--- src/rtl/alu_pkg.sv ---
// rtl/alu_pkg.sv - shared ALU encoding constants, tag type and legality check
//
// Purpose : constants and types shared by the ALU arbiter and its tag pipeline.
// Contents: FUNCT7_BASE / FUNCT7_ALT, FUNCT3_ADD_SUB / FUNCT3_SRL_SRA,
//           alu_tag_t {valid, id, illegal}, is_legal(funct3, funct7).
package alu_pkg;

  localparam logic [6:0] FUNCT7_BASE    = 7'b0000000;
  localparam logic [6:0] FUNCT7_ALT     = 7'b0100000;
  localparam logic [2:0] FUNCT3_ADD_SUB = 3'b000;
  localparam logic [2:0] FUNCT3_SRL_SRA = 3'b101;

  typedef struct packed {
    logic valid;
    logic id;
    logic illegal;
  } alu_tag_t;

  // Only SUB and SRA use the alternate funct7; everything else must be base.
  function automatic logic is_legal(input logic [2:0] funct3, input logic [6:0] funct7);
    return (funct7 == FUNCT7_BASE) ||
           ((funct7 == FUNCT7_ALT) &&
            ((funct3 == FUNCT3_ADD_SUB) || (funct3 == FUNCT3_SRL_SRA)));
  endfunction

endpackage

--- src/rtl/alu_tag_pipe.sv ---
// rtl/alu_tag_pipe.sv - fixed-depth shift register of in-flight ALU op tags
//
// Purpose : carries {valid, id, illegal} alongside an op while the ALU works on it.
// Ports   : clock, reset_n (async, active low), clear (sync, drops every tag),
//           tag_in (loaded into stage 0 each cycle), tag_out (last stage).
module alu_tag_pipe
  import alu_pkg::*;
#(
  parameter int DEPTH = 1
) (
  input  logic     clock,
  input  logic     reset_n,
  input  logic     clear,
  input  alu_tag_t tag_in,
  output alu_tag_t tag_out
);

  alu_tag_t r_stage [DEPTH];

  always_ff @(posedge clock or negedge reset_n) begin
    if (!reset_n) begin
      for (int i = 0; i < DEPTH; i++) r_stage[i] <= '0;
    end else if (clear) begin
      for (int i = 0; i < DEPTH; i++) r_stage[i] <= '0;
    end else begin
      r_stage[0] <= tag_in;
      for (int i = 1; i < DEPTH; i++) r_stage[i] <= r_stage[i-1];
    end
  end

  assign tag_out = r_stage[DEPTH-1];

endmodule

--- src/rtl/alu_arbiter.sv ---
// rtl/alu_arbiter.sv - round-robin sharing of one ALU between two requesters
//
// Purpose : grants one of two requesters per cycle, screens illegal encodings,
//           drives the ALU command and routes the registered result back.
// Ports   : clock, reset_n (async, active low), flush;
//           req_valid/req_ready[1:0], req_funct3_k, req_funct7_k,
//           req_operand_{0,1}_k (k = requester);
//           rsp_valid/rsp_error[1:0], rsp_data_0/1 (registered);
//           alu_enable, alu_funct3, alu_funct7, alu_operand_0/1 (combinational),
//           alu_destination (ALU result, ALU_LATENCY cycles after enable).
module alu_arbiter
  import alu_pkg::*;
#(
  parameter int ALU_LATENCY = 1
) (
  input  logic        clock,
  input  logic        reset_n,
  input  logic        flush,
  input  logic [1:0]  req_valid,
  output logic [1:0]  req_ready,
  input  logic [2:0]  req_funct3_0,
  input  logic [2:0]  req_funct3_1,
  input  logic [6:0]  req_funct7_0,
  input  logic [6:0]  req_funct7_1,
  input  logic [31:0] req_operand_0_0,
  input  logic [31:0] req_operand_1_0,
  input  logic [31:0] req_operand_0_1,
  input  logic [31:0] req_operand_1_1,
  output logic [1:0]  rsp_valid,
  output logic [1:0]  rsp_error,
  output logic [31:0] rsp_data_0,
  output logic [31:0] rsp_data_1,
  output logic        alu_enable,
  output logic [2:0]  alu_funct3,
  output logic [6:0]  alu_funct7,
  output logic [31:0] alu_operand_0,
  output logic [31:0] alu_operand_1,
  input  logic [31:0] alu_destination
);

  logic        r_rr_ptr;
  logic [1:0]  r_rsp_valid;
  logic [1:0]  r_rsp_error;
  logic [31:0] r_rsp_data_0;
  logic [31:0] r_rsp_data_1;

  logic        w_grant;
  logic        w_xfer;
  logic        w_legal;
  logic [2:0]  w_funct3;
  logic [6:0]  w_funct7;
  logic [31:0] w_operand_0;
  logic [31:0] w_operand_1;
  alu_tag_t    w_tag_in;
  alu_tag_t    w_tag_last;

  // Contention goes to rr_ptr; otherwise whichever requester is valid.
  assign w_grant = (req_valid == 2'b11) ? r_rr_ptr : req_valid[1];
  // reset_n gating keeps req_ready/alu_enable low while held in reset.
  assign w_xfer    = reset_n & ~flush & (|req_valid);
  assign req_ready = {w_xfer & w_grant, w_xfer & ~w_grant};

  assign w_funct3    = w_grant ? req_funct3_1    : req_funct3_0;
  assign w_funct7    = w_grant ? req_funct7_1    : req_funct7_0;
  assign w_operand_0 = w_grant ? req_operand_0_1 : req_operand_0_0;
  assign w_operand_1 = w_grant ? req_operand_1_1 : req_operand_1_0;
  assign w_legal     = is_legal(w_funct3, w_funct7);

  assign alu_enable    = w_xfer & w_legal;
  assign alu_funct3    = alu_enable ? w_funct3    : '0;
  assign alu_funct7    = alu_enable ? w_funct7    : '0;
  assign alu_operand_0 = alu_enable ? w_operand_0 : '0;
  assign alu_operand_1 = alu_enable ? w_operand_1 : '0;

  always_comb begin
    w_tag_in         = '0;
    w_tag_in.valid   = w_xfer;
    w_tag_in.id      = w_grant;
    w_tag_in.illegal = ~w_legal;
  end

  // The response register below acts as the final tag stage, so the shift
  // register only needs ALU_LATENCY entries to line up with alu_destination.
  alu_tag_pipe #(
    .DEPTH (ALU_LATENCY)
  ) u_tag_pipe (
    .clock   (clock),
    .reset_n (reset_n),
    .clear   (flush),
    .tag_in  (w_tag_in),
    .tag_out (w_tag_last)
  );

  always_ff @(posedge clock or negedge reset_n) begin
    if (!reset_n) begin
      r_rr_ptr <= 1'b0;
    end else if (w_xfer) begin
      r_rr_ptr <= ~w_grant;
    end
  end

  always_ff @(posedge clock or negedge reset_n) begin
    if (!reset_n) begin
      r_rsp_valid  <= '0;
      r_rsp_error  <= '0;
      r_rsp_data_0 <= '0;
      r_rsp_data_1 <= '0;
    end else begin
      r_rsp_valid <= '0;
      r_rsp_error <= '0;
      if (!flush && w_tag_last.valid) begin
        r_rsp_valid[w_tag_last.id] <= 1'b1;
        r_rsp_error[w_tag_last.id] <= w_tag_last.illegal;
        if (w_tag_last.id) begin
          r_rsp_data_1 <= w_tag_last.illegal ? '0 : alu_destination;
        end else begin
          r_rsp_data_0 <= w_tag_last.illegal ? '0 : alu_destination;
        end
      end
    end
  end

  assign rsp_valid  = r_rsp_valid;
  assign rsp_error  = r_rsp_error;
  assign rsp_data_0 = r_rsp_data_0;
  assign rsp_data_1 = r_rsp_data_1;

endmodule

--- config.mk ---
export PLATFORM = sky130hd
export DESIGN_NAME = alu_arbiter
export DESIGN_NICKNAME = d
export VERILOG_FILES = /design/src/rtl/alu_pkg.sv /design/src/rtl/alu_tag_pipe.sv /design/src/rtl/alu_arbiter.sv
export SDC_FILE = /design/constraint.sdc
export NUM_CORES = 1
export LEC_CHECK = 0
export CAP_MARGIN = 0
export CORE_MARGIN = 8
export CORE_UTILIZATION = 29
export CTS_CLUSTER_DIAMETER = 30
export DETAILED_ROUTE_END_ITERATION = 7
export MAX_ROUTING_LAYER = met4
export PLACE_DENSITY = 0.85
export SETUP_SLACK_MARGIN = 0.3
export SYNTH_ARGS = -nofsm -noshare
export SYNTH_HDL_FRONTEND = slang
export SYNTH_HIERARCHICAL = 1
export SYNTH_SLANG_ARGS = --single-unit
--- constraint.sdc ---
create_clock -name clock -period 1.8 [get_ports clock]
set_input_delay 0.36 -clock clock [delete_from_list [all_inputs] [get_ports clock]]
set_output_delay 0.36 -clock clock [all_outputs]
set_load 0.02 [all_outputs]
Word level (Yosys, flattened, before mapping). Index checks and enable logic that the tools add are counted.

Register bits: 72. Bits in latches: 0. RAM bits: 0. Bits in read-only memories: 0. Bits of input ports: 185. Output and inout port bits: 145. Logic and storage cells: 49. Memories kept: 0.

$add $sub $neg: 0. Multiply operators: 0. Divide/modulo/power cells: 0. Magnitude comparators: 2. Equality and inequality tests: 3. Shift-type cells: 0. Muxes and demuxes: 15. Bitwise operators: 10. Reductions and logical operators: 11.

Operator list (count): 32-bit two-way mux (5); 7-bit two-way mux (2); 3-bit two-way mux (3); 7-bit by 6-bit == test with 1-bit output, second input constant (1); 7-bit logical NOT (1); 1-bit AND (5); 2-bit two-way mux (2); 1-bit inverter (4); 2-bit AND reduction (2); 3-bit == test, second input constant (1); 1-bit logical AND (3); 3-bit logical NOT (1); 2-bit AND (1); 2-bit == test, second input constant (1); 1-bit logical OR (2); 1-bit by 2-bit less-than comparator with 1-bit output, second input constant (1); 1-bit two-way mux (2); 2-bit OR reduction (1); 1-bit demux with 1-bit select (1); 1-bit greater-or-equal comparator, second input constant (1); 1-bit logical NOT (1).

Depth between registers and ports, before layout. Gate-level depths: netlist (run 1).

Word-level depth: 9. Gate-level depth with buffers: 8. Gate-level depth less buffers: 6.

Hierarchy. The synthesis (run 1) kept the hierarchy.

By module, submodules not included: alu_arbiter (instances 1, cells each 519, area each 3781.1 sq um, sequential area each 1726.7 sq um); alu_tag_pipe (instances 1, cells each 6, area each 93.8 sq um, sequential area each 75.1 sq um).

Worst setup path before layout (run 1). No wires, ideal clock.

Path type: input to output. Start: in req_valid[0]. End: out alu_funct3[1]. Arrival: 2.057 ns. Required time: 1.440 ns. Path slack: -0.617 ns. Stages: 6. Buffers on the path: 1. Cell sequence: inv_1 o21ai_2 inv_2 clkbuf_1 a21oi_1 a2111oi_0.

Longest elaborated chain between the ends: 9. Elaborated cells on any way between the ends: 15. Those cells by class: eq/ne (3); mux (4); bitwise (2); reduce/logical (6).

RTL lines: start, declared (RTL line alu_arbiter.sv:19) `input logic [1:0] req_valid,`; 2-bit == test (RTL line alu_arbiter.sv:58) `assign w_grant = (req_valid == 2'b11) ? r_rr_ptr : req_valid[1];`; 1-bit two-way mux (RTL line alu_arbiter.sv:58); 3-bit two-way mux (RTL line alu_arbiter.sv:63) `assign w_funct3 = w_grant ? req_funct3_1 : req_funct3_0;`; 3-bit == test / 3-bit logical NOT (equally long branches) (RTL line alu_pkg.sv:23) `((funct3 == FUNCT3_ADD_SUB) || (funct3 == FUNCT3_SRL_SRA)));`; 1-bit logical OR (RTL line alu_pkg.sv:23); 1-bit logical AND (RTL line alu_pkg.sv:22) `((funct7 == FUNCT7_ALT) &&`; 1-bit logical OR (RTL line alu_pkg.sv:21) `return (funct7 == FUNCT7_BASE) ||`; 1-bit AND (RTL line alu_arbiter.sv:69) `assign alu_enable = w_xfer & w_legal;`; 3-bit two-way mux * (RTL line alu_arbiter.sv:70) `assign alu_funct3 = alu_enable ? w_funct3 : '0;`; end, declared (RTL line alu_arbiter.sv:34) `output logic [2:0] alu_funct3,`.

Every way passes the cells marked *; elsewhere a longest branch is shown, timed or not.

Worst setup path in the final report (run 1).
Start: in req_funct3_1[2]. End: out alu_funct7[5].

Longest elaborated chain between the ends: 7. Elaborated cells on any way between the ends: 8. Those cells by class: eq/ne (1); mux (2); bitwise (1); reduce/logical (4).

RTL lines: start, declared (RTL line alu_arbiter.sv:22) `input logic [2:0] req_funct3_1,`; 3-bit two-way mux * (RTL line alu_arbiter.sv:63); 3-bit == test / 3-bit logical NOT (equally long branches) (RTL line alu_pkg.sv:23); 1-bit logical OR * (RTL line alu_pkg.sv:23); 1-bit logical AND * (RTL line alu_pkg.sv:22); 1-bit logical OR * (RTL line alu_pkg.sv:21); 1-bit AND * (RTL line alu_arbiter.sv:69); 7-bit two-way mux * (RTL line alu_arbiter.sv:71) `assign alu_funct7 = alu_enable ? w_funct7 : '0;`; end, declared (RTL line alu_arbiter.sv:35) `output logic [6:0] alu_funct7,`.

Marks and branches as above.

==> results of run 1 <==
-- sequential cells by signal (all words and copies together) (netlist names) --
register            cells
rsp_error               2
u_tag_pipe/tag_out      3
r_rr_ptr                1
rsp_data_0             32
rsp_data_1             32
rsp_valid               2
-- cell families (layout without fill, tap and decap cells) --
family	Yosys count	in the layout	synth area share (%)
compound gates	142	142	20.9
xor+xnor	2	2	0.452
buf+inv	54	416	6.52
flops	72	72	46.5
other cells	1	8	0.0968
simple gates	254	254	25.6
-- cell type report --
type / count / area share, %
clock buffers: 11 / 2.71
inverters: 10 / 0.433
diodes: 2 / 0.0559
clock inverters: 5 / 0.628
repair buffers: 390 / 45.1
flip-flops and latches: 72 / 20.1
well taps: 176 / 2.46
multi-input cells: 404 / 28.5
-- metal layers --
| layer | wire [microns] | vias up | GRT usage, % |
|---|---|---|---|
| li1 | - | 2429 | - |
| met1 | 7570 | 2486 | 24.2 |
| met2 | 11200 | 235 | 41.3 |
| met3 | 1590 | 37 | 6.55 |
| met4 | 641 | 0 | 8.23 |
| met5 | 0 | - | - |
-- synthesized netlist by cell type (all sizes together) (2+ instances only) --
| library cell | instances | area share [%] |
|---|---|---|
| nand2 | 231 | 22 |
| dfrtp | 72 | 46 |
| a21oi | 71 | 11 |
| o21ai | 67 | 8.8 |
| clkbuf | 31 | 3.0 |
| buf | 13 | 2.6 |
| inv | 9 | 0.87 |
| nor2 | 7 | 0.68 |
| nor2b | 5 | 0.81 |
| nor3 | 3 | 0.39 |
| nand3 | 2 | 0.26 |
| nor4 | 2 | 0.32 |
| o211ai | 2 | 0.52 |
| xor2 | 2 | 0.45 |
-- repair_timing --
item | 4_1_cts | 5_1_grt
resized for setup | 496 | 22
setup buffers | 18 | 1
gates cloned | 6 | 3
setup endpoints to repair | 180 | 79
pin swaps | 11 | 4
-- per-stage QoR --
stage	worst slack [ps]	TNS, ps	total power, mW	std cells	hold WS [ps]
floorplan	-183	-10350	2.68	530	64.4
global placement	-1320	-92310	3.73	1024	461
detailed placement	-1310	-92680	3.78	1024	470
CTS	-741	-45790	5.49	1064	306
global route	-767	-47820	5.75	1070	368
finish	-731	-45770	5.46	1070	269
-- worst paths after layout --
| check | startpoint | endpoint | slack, ps | cells past startpoint |
|---|---|---|---|---|
| max | req_funct3_1[2] | alu_funct7[5] | -730 | 10 |
| min | reset_n | rsp_data_1[28] | 270 | 2 |
| max reg2reg | r_rr_ptr | u_tag_pipe/tag_out[0] | 170 | 8 |
| min reg2reg | rsp_data_1[0] | rsp_data_1[0] | 470 | 2 |
| max in group asynchronous | reset_n | r_rr_ptr | 880 | 2 |
| min in group clock | rsp_data_1[0] | rsp_data_1[0] | 470 | 2 |
-- power groups by stage --
stage / clock, mW / sequential, mW / combinational, mW
2_1_floorplan: 0 / 2.20 / 0.480
3_3_place_gp: 0 / 1.95 / 1.78
3_5_place_dp: 0 / 1.97 / 1.82
4_1_cts: 1.80 / 1.93 / 1.76
5_1_grt: 1.87 / 1.95 / 1.92
6_report: 1.74 / 1.93 / 1.79
==> summary.md, run 1 <==
| Metric | Value |
|---|---|
| Worst-Margin Slew | `896 ps` |
| Final hold violations | `0` |
| Clock buffer depth | `2` |
| Skew-Pair Late Insertion Delay | `320 ps` |
| Post-route ant nets | `0` |
| Yosys warnings | `6` |
| Startpoint types | `primary input` |
| Fin nets | `1072` |
| Cell area after synthesis | `3870 sq um` |
| Largest net degree at the start of global routing | `73` |
| CTS tree | `built` |
| Layout area overhead | `131%` |
| Hold buffer count at CTS | `0` |
| CP delay by family, top | `buffers and inverters` |
| Final Setup Violations | `71` |
| Multi-input combinational cell area | `2550 sq um` |
| Slew HR | `40.3%` |
| Sequential share of the synthesized area | `46.5%` |
| Primary FF master, synth | `dfrtp_1` |
| FILL cells | `1045` |
| Register area | `1800 sq um` |
| Buf/Inv on CP | `5` |
| # IOs | `330` |
| Power Density | `609 nW/um^2` |
| Distinct cell type count of the synthesized netlist | `28` |
| Fin crit period | `2530 ps` |
| Layout Skew | `2.70 ps` |
| CP required | `1440 ps` |
| CTS clk-pin slew, worst paths | `50 ps` |
| Drt drc | `0` |
| Max Freq | `395 MHz` |
| Final core utilization | `68.2%` |
| DR pass1 iterations | `4` |
| Most common library cell in the layout ignoring fill and taps | `nand2_1` |
| Sw Ratio | `31.1%` |
| Routed len/inst | `19.6 microns` |
| Setup ws final | `-731 ps` |
| Flop pwr share | `35.3%` |
| Design area | `8960 sq um` |
| Final max-slew violation count | `0` |
| Final period util | `141%` |
| Mapped Cells | `525` |
| Worst setup path category | `primary input to output port` |
| Slowest CP cell | `clkdlybuf4s50_1` |
| Failing checks | `negative setup slack` |
| Status | `finished with violations` |
| Critical Path AT | `2170 ps` |
| Starting Density | `29.5%` |
| Die height | `132 microns` |
| Static leakage | `4.09 nW` |
| Num CTS Buffers | `9` |
| Clock power frac | `31.9%` |
| Max stage delay on crit path | `490 ps` |
| Internal power | `3.76 mW` |
| Sink Count | `72` |
| Maxcap violations | `0` |
| Worst Hold Class | `primary input to asynchronous set/reset pin` |
| Final Wtd Congestion | `0.976` |
| Sw Pwr | `1.70 mW` |
| Crit path capture type | `output port` |
| Max FO, Critical Path | `6` |
| First-pass GRT wire length | `30800 microns` |
| Worst path cell trace | `clkdlybuf4s50_1 -> xor2_1 -> nor2_1 -> a21oi_4 -> o32a_4 -> buf_6 -> buf_12 -> buf_16 -> a21oi_4 -> buf_6` |
| Hpwl dp | `15400 microns` |
| Port bufs | `323` |
| CORE AREA | `13100 sq um` |
| Gate power share | `32.7%` |
| CTS HTree Levels | `3` |
| Global route overflow | `0` |
| Async SR Flop Fraction | `100%` |
| Root buf cell | `clkbuf_16` |
| DR vias | `5187` |
| Row count | `42` |
| VDD IR-drop max | `0.348 mV` |
| RSZ-0062 raised after global routing | `true` |
| Share of layout cells above drive strength 1 | `27.5%` |
| Vias in the first global route | `5547` |
| Initial antenna violation count | `2` |
| Routed WL | `21000 microns` |
| Die Area | `17300 sq um` |
| Syn avg cell area | `7.38 sq um` |
| Post-DP Area | `8020 sq um` |
| Overall Global Routing Usage | `23.2%` |
| Number of enable flip-flop cells after synthesis | `0` |
| Die Width | `132 microns` |
| Register bit total from synthesis | `72` |
| Most frequent cells in the layout | `nand2_1 (227), clkdlybuf4s50_1 (170), dlygate4sd2_1 (79)` |
| Vias/cell | `4.85` |
| Initial DRC count | `232` |
No activity file was read; power rests on OpenSTA's default activity.
==> run 2: changes to the inputs <==
--- a/config.mk
+++ b/config.mk
@@ -13,6 +13,7 @@
 export MAX_ROUTING_LAYER = met4
 export PLACE_DENSITY = 0.85
 export SETUP_SLACK_MARGIN = 0.3
+export SLEW_MARGIN = 25
 export SYNTH_ARGS = -nofsm -noshare
 export SYNTH_HDL_FRONTEND = slang
 export SYNTH_HIERARCHICAL = 1
==> results of run 2 <==
Same layout as run 1: the final DEF is identical, and so are final timing and power.
==> run 3: changes to the inputs <==
--- a/config.mk
+++ b/config.mk
@@ -10,6 +10,7 @@
 export CORE_UTILIZATION = 29
 export CTS_CLUSTER_DIAMETER = 30
 export DETAILED_ROUTE_END_ITERATION = 7
+export HOLD_SLACK_MARGIN = 0.12
 export MAX_ROUTING_LAYER = met4
 export PLACE_DENSITY = 0.85
 export SETUP_SLACK_MARGIN = 0.3
==> results of run 3 <==
Same layout as run 1: the final DEF is identical, and so are final timing and power.
